$ cat src/rtl/vga_scan_if.sv
// Scan-side bundle shared by the raster generator (master) and the sprite drawers (slave).
interface vga_scan_if;
  logic [9:0] spr_y;
  logic       pix_en;
  logic [9:0] pixel_x;
  logic [9:0] pixel_y;
  logic       hsync;
  logic       vsync;
  logic       video_on;
  logic       spr_start;
  logic       frame_start;

  modport master (
    input  spr_y,
    output pix_en, pixel_x, pixel_y, hsync, vsync, video_on, spr_start, frame_start
  );

  modport slave (
    output spr_y,
    input  pix_en, pixel_x, pixel_y, hsync, vsync, video_on, spr_start, frame_start
  );
endinterface

$ cat src/rtl/vga_scan_gen.sv
// Raster scan generator: pixel counters, sync/blank decode and the per-frame sprite start strobe.
// Define SYNC_POS_POLARITY_EN for active-high hsync/vsync (default is active-low).
module vga_scan_gen #(
  parameter int RES_H      = 640,
  parameter int RES_V      = 480,
  parameter int H_FP       = 16,
  parameter int H_SYNC     = 96,
  parameter int H_BP       = 48,
  parameter int V_FP       = 10,
  parameter int V_SYNC     = 2,
  parameter int V_BP       = 33,
  parameter int CLK_DIV    = 1,
  parameter int START_LEAD = 4
) (
  input  logic       clk,
  input  logic       rst_n,
  vga_scan_if.master scan
);

  localparam int H_TOTAL = RES_H + H_FP + H_SYNC + H_BP;
  localparam int V_TOTAL = RES_V + V_FP + V_SYNC + V_BP;
  localparam int DIV_W   = (CLK_DIV > 1) ? $clog2(CLK_DIV) : 1;

  localparam logic [DIV_W-1:0] DIV_LAST = DIV_W'(CLK_DIV - 1);
  localparam logic [9:0] H_LAST   = 10'(H_TOTAL - 1);
  localparam logic [9:0] V_LAST   = 10'(V_TOTAL - 1);
  localparam logic [9:0] H_VIS    = 10'(RES_H);
  localparam logic [9:0] V_VIS    = 10'(RES_V);
  localparam logic [9:0] HS_FIRST = 10'(RES_H + H_FP);
  localparam logic [9:0] HS_LAST  = 10'(RES_H + H_FP + H_SYNC - 1);
  localparam logic [9:0] VS_FIRST = 10'(RES_V + V_FP);
  localparam logic [9:0] VS_LAST  = 10'(RES_V + V_FP + V_SYNC - 1);
  localparam logic [9:0] SPR_X    = 10'(H_TOTAL - START_LEAD);

`ifdef SYNC_POS_POLARITY_EN
  localparam logic SYNC_ACTIVE = 1'b1;
`else
  localparam logic SYNC_ACTIVE = 1'b0;
`endif

  localparam logic [0:0] ST_RESET = 1'b0;
  localparam logic [0:0] ST_SCAN  = 1'b1;

  logic [0:0]       state;
  logic [DIV_W-1:0] div_cnt;
  logic [9:0]       h_cnt;
  logic [9:0]       v_cnt;
  logic             run;
  logic             pix_en;
  logic [9:0]       next_y;

  assign run    = (state == ST_SCAN);
  assign pix_en = run && (div_cnt == DIV_LAST);
  assign next_y = (v_cnt == V_LAST) ? 10'd0 : v_cnt + 10'd1;

  // NOTE: every register below uses non-blocking assignment so all of them sample pre-edge values.
  always_ff @(posedge clk or negedge rst_n) begin
    if (!rst_n) state <= ST_RESET;
    else        state <= ST_SCAN;
  end

  always_ff @(posedge clk or negedge rst_n) begin
    if (!rst_n)                 div_cnt <= '0;
    else if (run) begin
      if (div_cnt == DIV_LAST)  div_cnt <= '0;
      else                      div_cnt <= div_cnt + 1'b1;
    end
  end

  always_ff @(posedge clk or negedge rst_n) begin
    if (!rst_n) begin
      h_cnt <= '0;
      v_cnt <= '0;
    end else if (pix_en) begin
      if (h_cnt == H_LAST) begin
        h_cnt <= '0;
        v_cnt <= next_y;
      end else begin
        h_cnt <= h_cnt + 10'd1;
      end
    end
  end

  // NOTE: outputs are continuous-assign decodes of registered state, so no latch can form.
  assign scan.pix_en      = pix_en;
  assign scan.pixel_x     = h_cnt;
  assign scan.pixel_y     = v_cnt;
  assign scan.video_on    = run && (h_cnt < H_VIS) && (v_cnt < V_VIS);
  assign scan.hsync       = ((h_cnt >= HS_FIRST) && (h_cnt <= HS_LAST)) ? SYNC_ACTIVE : ~SYNC_ACTIVE;
  assign scan.vsync       = ((v_cnt >= VS_FIRST) && (v_cnt <= VS_LAST)) ? SYNC_ACTIVE : ~SYNC_ACTIVE;
  assign scan.frame_start = run && (h_cnt == 10'd0) && (v_cnt == 10'd0) && (div_cnt == '0);

  // Fires on the line before spr_y so the drawer has START_LEAD pixels to arm before pixel_x wraps.
  assign scan.spr_start   = pix_en && (h_cnt == SPR_X) && (next_y == scan.spr_y);

endmodule

$ cat src/flat_wrapper.sv
// flat-port wrapper written by rule: the top's interface ports become plain ports
module vga_scan_gen_flat 
#(
  parameter int RES_H      = 640,
  parameter int RES_V      = 480,
  parameter int H_FP       = 16,
  parameter int H_SYNC     = 96,
  parameter int H_BP       = 48,
  parameter int V_FP       = 10,
  parameter int V_SYNC     = 2,
  parameter int V_BP       = 33,
  parameter int CLK_DIV    = 1,
  parameter int START_LEAD = 4
)
  (clk, rst_n, scan_spr_y, scan_pix_en, scan_pixel_x, scan_pixel_y, scan_hsync, scan_vsync, scan_video_on, scan_spr_start, scan_frame_start);
  vga_scan_if scan_i ();
  input  logic clk;
  input  logic rst_n;
  input wire logic [$bits(scan_i.spr_y)-1:0] scan_spr_y;
  output wire logic [$bits(scan_i.pix_en)-1:0] scan_pix_en;
  output wire logic [$bits(scan_i.pixel_x)-1:0] scan_pixel_x;
  output wire logic [$bits(scan_i.pixel_y)-1:0] scan_pixel_y;
  output wire logic [$bits(scan_i.hsync)-1:0] scan_hsync;
  output wire logic [$bits(scan_i.vsync)-1:0] scan_vsync;
  output wire logic [$bits(scan_i.video_on)-1:0] scan_video_on;
  output wire logic [$bits(scan_i.spr_start)-1:0] scan_spr_start;
  output wire logic [$bits(scan_i.frame_start)-1:0] scan_frame_start;
  assign scan_i.spr_y = scan_spr_y;
  assign scan_pix_en = scan_i.pix_en;
  assign scan_pixel_x = scan_i.pixel_x;
  assign scan_pixel_y = scan_i.pixel_y;
  assign scan_hsync = scan_i.hsync;
  assign scan_vsync = scan_i.vsync;
  assign scan_video_on = scan_i.video_on;
  assign scan_spr_start = scan_i.spr_start;
  assign scan_frame_start = scan_i.frame_start;
  vga_scan_gen #(.RES_H(RES_H), .RES_V(RES_V), .H_FP(H_FP), .H_SYNC(H_SYNC), .H_BP(H_BP), .V_FP(V_FP), .V_SYNC(V_SYNC), .V_BP(V_BP), .CLK_DIV(CLK_DIV), .START_LEAD(START_LEAD)) u_core (.clk(clk), .rst_n(rst_n), .scan(scan_i));
endmodule
$ cat config.mk
export PLATFORM = sky130hd
export DESIGN_NAME = vga_scan_gen_flat
export DESIGN_NICKNAME = d
export VERILOG_FILES = /design/src/rtl/vga_scan_if.sv /design/src/rtl/vga_scan_gen.sv /design/src/flat_wrapper.sv
export SDC_FILE = /design/constraint.sdc
export NUM_CORES = 1
export LEC_CHECK = 0
export CORE_ASPECT_RATIO = 0.6
export CORE_MARGIN = 8
export CORE_UTILIZATION = 44
export CTS_CLUSTER_SIZE = 28
export DETAILED_ROUTE_END_ITERATION = 6
export PLACE_DENSITY_LB_ADDON = 0.05
export SYNTH_ARGS = -nofsm -noshare
export SYNTH_HDL_FRONTEND = slang
export SYNTH_SLANG_ARGS = --single-unit
$ cat constraint.sdc
create_clock -name clk -period 2.8 [get_ports clk]
set_input_delay 0.56 -clock clk [delete_from_list [all_inputs] [get_ports clk]]
set_output_delay 0.56 -clock clk [all_outputs]
set_load 0.02 [all_outputs]
==> results.sh <==
export IMPL_cts_num_sinks=21
export IMPL_clk_latency_ps=260
export IMPL_cts_htree_levels=1
export IMPL_cp_arrival_ps=2630
export IMPL_core_area_um2=3280
export IMPL_crit_top_cell="buf_6"
export IMPL_status="complete, but fails checks"
export IMPL_rows=16
export IMPL_relSlewSlack_pct=64.8
export IMPL_pin_count=38
export IMPL_port_buffers=37
export IMPL_power_density_nw_per_um2=419
export IMPL_synth_top_cell_area_share_pct=34.5
export IMPL_cp_buffers_inverters=4
export IMPL_drive_above_1_share_pct=30.9
export IMPL_grt_max_degree=22
export IMPL_antenna_found_initial=0
export IMPL_netlist_instances=175
export IMPL_worstMarginPinSlew_ps=525
export IMPL_synth_edf_count=0
export IMPL_slew_violations=0
export IMPL_grt_first_pass_wirelength_mm=7.84
export IMPL_fin_crit_sh_pct=114
export IMPL_required_ps=2240
export IMPL_hold_path_class="reg2reg"
export IMPL_finalHoldViolCount=0
export IMPL_grt_setup_unrepaired="yes"
export IMPL_synthAdderAreaFrac_pct=4.93
export IMPL_dpl_cell_area_um2=2310
export IMPL_grt_usage_pct=17.5
export IMPL_setup_ws_ps=-388
export IMPL_final_cell_mix="buf_4, clkdlybuf4s50_1, xnor2_1, dfrtp_1, nand2_1"
export IMPL_p_leak_nw=1.00
export IMPL_setup_viol=1
export IMPL_wl_per_cell_um=16.6
export IMPL_cts_made_buffers=3
export IMPL_synthToLayoutAreaGrowth_pct=60.8
export IMPL_max_freq_mhz=314
export IMPL_yosysWarnings=0
export IMPL_cp_end_kind="output port"
export IMPL_wirelength_mm=5.09
export IMPL_violations="negative setup slack"
export IMPL_dp_cells=300
export IMPL_synth_compound_area_share_pct=15.2
export IMPL_slowest_delay_ps=480
export IMPL_synth_top_family_by_area="simple AND/OR/NAND/NOR gates"
export IMPL_root_buffer="clkbuf_8"
export IMPL_die_h_um=61.6
export IMPL_syn_nets=193
export IMPL_critical_path_class="reg2out"
export IMPL_ys_types=40
export IMPL_nets=281
export IMPL_clk_path_buf_depth=2
export IMPL_instances_no_fill=307
export IMPL_dr_pass1_iters=4
export IMPL_netlist_area_um2=1520
export IMPL_cts_tree="yes"
export IMPL_slowest_stage="or4b_4"
export IMPL_finalWorstPathRequiredPeriod_ps=3190
export IMPL_final_common_cell="buf_4"
export IMPL_grt_pass1_vias=1591
export IMPL_synth_seq_cells=21
export IMPL_total_power_mw=1.03
export IMPL_synthArstFlopShare_pct=100
export IMPL_yosys_area_share_simple_pct=26.1
export IMPL_viasPerCell=5.48
export IMPL_clk_pin_slew_ps=80
export IMPL_ys_flop_type="dfrtp_1"
export IMPL_synth_xor_area_share_pct=14.1
export IMPL_final_area_um2=2450
export IMPL_cpLargestDelayFamily="simple AND/OR/NAND/NOR gates"
export IMPL_insertedDiodeCount=0
export IMPL_grt_overflow=0
export IMPL_die_w_um=91.9
export IMPL_maxCapViolCount=0
export IMPL_utilization_pct=74.6
export IMPL_vias=1681
export IMPL_gp_congestion=0.856
export IMPL_synthMuxAreaShare_pct=0
export IMPL_irDropWorstVdd_uv=483
export IMPL_hpwl_mm=3.99
export IMPL_dieArea_um2=5660
export IMPL_worstPathMaxFanout=3
export IMPL_first_iter_violations=82
export IMPL_startpoint_type="flop"
export IMPL_crit_chain="inv_2, ha_4, or4b_4, buf_6, nor3_4, buf_6, nor2_4, o21ai_2, a211oi_2, a2111oi_4, buf_4"
export IMPL_ant_nets=0
export IMPL_clock_skew_ps=6.95
export IMPL_start_util_pct=46.4
export IMPL_synthTopCellsByArea="dfrtp_1, xnor2_1, ha_1"
export IMPL_yosysTopAreaCell="dfrtp_1"
export IMPL_drc=0
export IMPL_synth_avg_cell_area_um2=8.70
export IMPL_yosysSeqAreaShare_pct=34.5
-- final cells by class --
class	count	area, µm²
Clock buffer	4	45.0
Tap cell	45	56.3
Fill cell	256	835
Inverter	7	26.3
Sequential cell	21	528
Timing Repair Buffer	92	796
Multi-Input combinational cell	138	997
-- worst reg2reg max path: stages (launching register included) --
cell and delay (ps):
dfrtp_1 350, nand2_1 70, or4_1 510, buf_4 170
nor3_1 450, buf_4 270, nand4_1 150, xnor2_1 150
-- cells in the mapped netlist (2+ instances only) --
library cell,instances
a21oi_1,6
a221oi_1,2
and3_1,3
buf_2,5
clkbuf_1,3
dfrtp_1,21
ha_1,6
inv_1,7
nand2_1,18
nand3_1,4
nand4_1,8
nor2_1,15
nor3_1,8
nor4_1,3
nor4b_1,4
o21ai_0,12
o22ai_1,2
o31ai_1,4
or3_1,3
xnor2_1,19
xor2_1,3
-- routing by layer --
| metal | wire length (µm) | share of wire [%] | vias up | global-route usage (%) |
|---|---|---|---|---|
| met5 | 0 | 0 | - | 0 |
| met4 | 89 | 1.7 | 0 | 2.95 |
| met3 | 507 | 10 | 10 | 4.38 |
| met2 | 2210 | 43 | 67 | 28.4 |
| met1 | 2280 | 45 | 801 | 23.3 |
| li1 | - | - | 803 | - |
-- report_power, final --
part	total, mW	switching, mW	leakage, nW	internal, mW
registers	0.375	0.0270	0.277	0.348
clock network	0.201	0.0992	0.0228	0.101
logic	0.451	0.236	0.702	0.215
-- repair_timing --
| action | in CTS | in global routing |
|---|---|---|
| buffers inserted | 0 | 3 |
| hold buffers | 0 | 0 |
| pin swaps | 1 | 5 |
| gates resized for setup | 6 | 18 |
| setup endpoints to repair | 2 | 3 |
-- worst paths after layout --
kind | startpoint | depth (start not counted) | to | slack [ps]
setup / recovery | u_core.scan.pixel_y[0] | 11 | scan_spr_start | -390
min in group asynchronous | rst_n | 2 | u_core.scan.pixel_x[6] | 640
hold / removal | u_core.scan.pixel_x[6] | 2 | u_core.scan.pixel_x[6] | 570
hold reg to reg | u_core.scan.pixel_x[6] | 2 | u_core.scan.pixel_x[6] | 570
max in group asynchronous | rst_n | 2 | u_core.scan.pixel_y[1] | 1930
setup reg to reg | u_core.scan.pixel_x[9] | 7 | u_core.scan.pixel_y[7] | 580
-- cell families (layout without fill, tap and decap cells) --
group / Yosys count / in the layout
AND/OR/NAND/NOR: 73 / 73
XOR/XNOR: 23 / 23
adder cells (fa/ha/maj): 6 / 6
AO/OA/AOI/OAI: 35 / 35
other: 1 / 1
flip-flops: 21 / 21
buffers and inverters: 16 / 103
-- per-stage QoR --
stage          setup TNS, ps  setup slack (ps)  hold slack (ps)
2_1_floorplan          -6.43             -6.43              264
3_3_place_gp            -579              -579              547
3_5_place_dp            -672              -672              564
4_1_cts                 -382              -382              578
5_1_grt                 -515              -481              604
6_report                -388              -388              570
-- state kept, by name (all words and copies together), names as in the netlist --
| signal | count |
|---|---|
| u_core.run | 1 |
| u_core.scan.pixel_x | 10 |
| u_core.scan.pixel_y | 10 |
(Power assumes the default switching activity.)
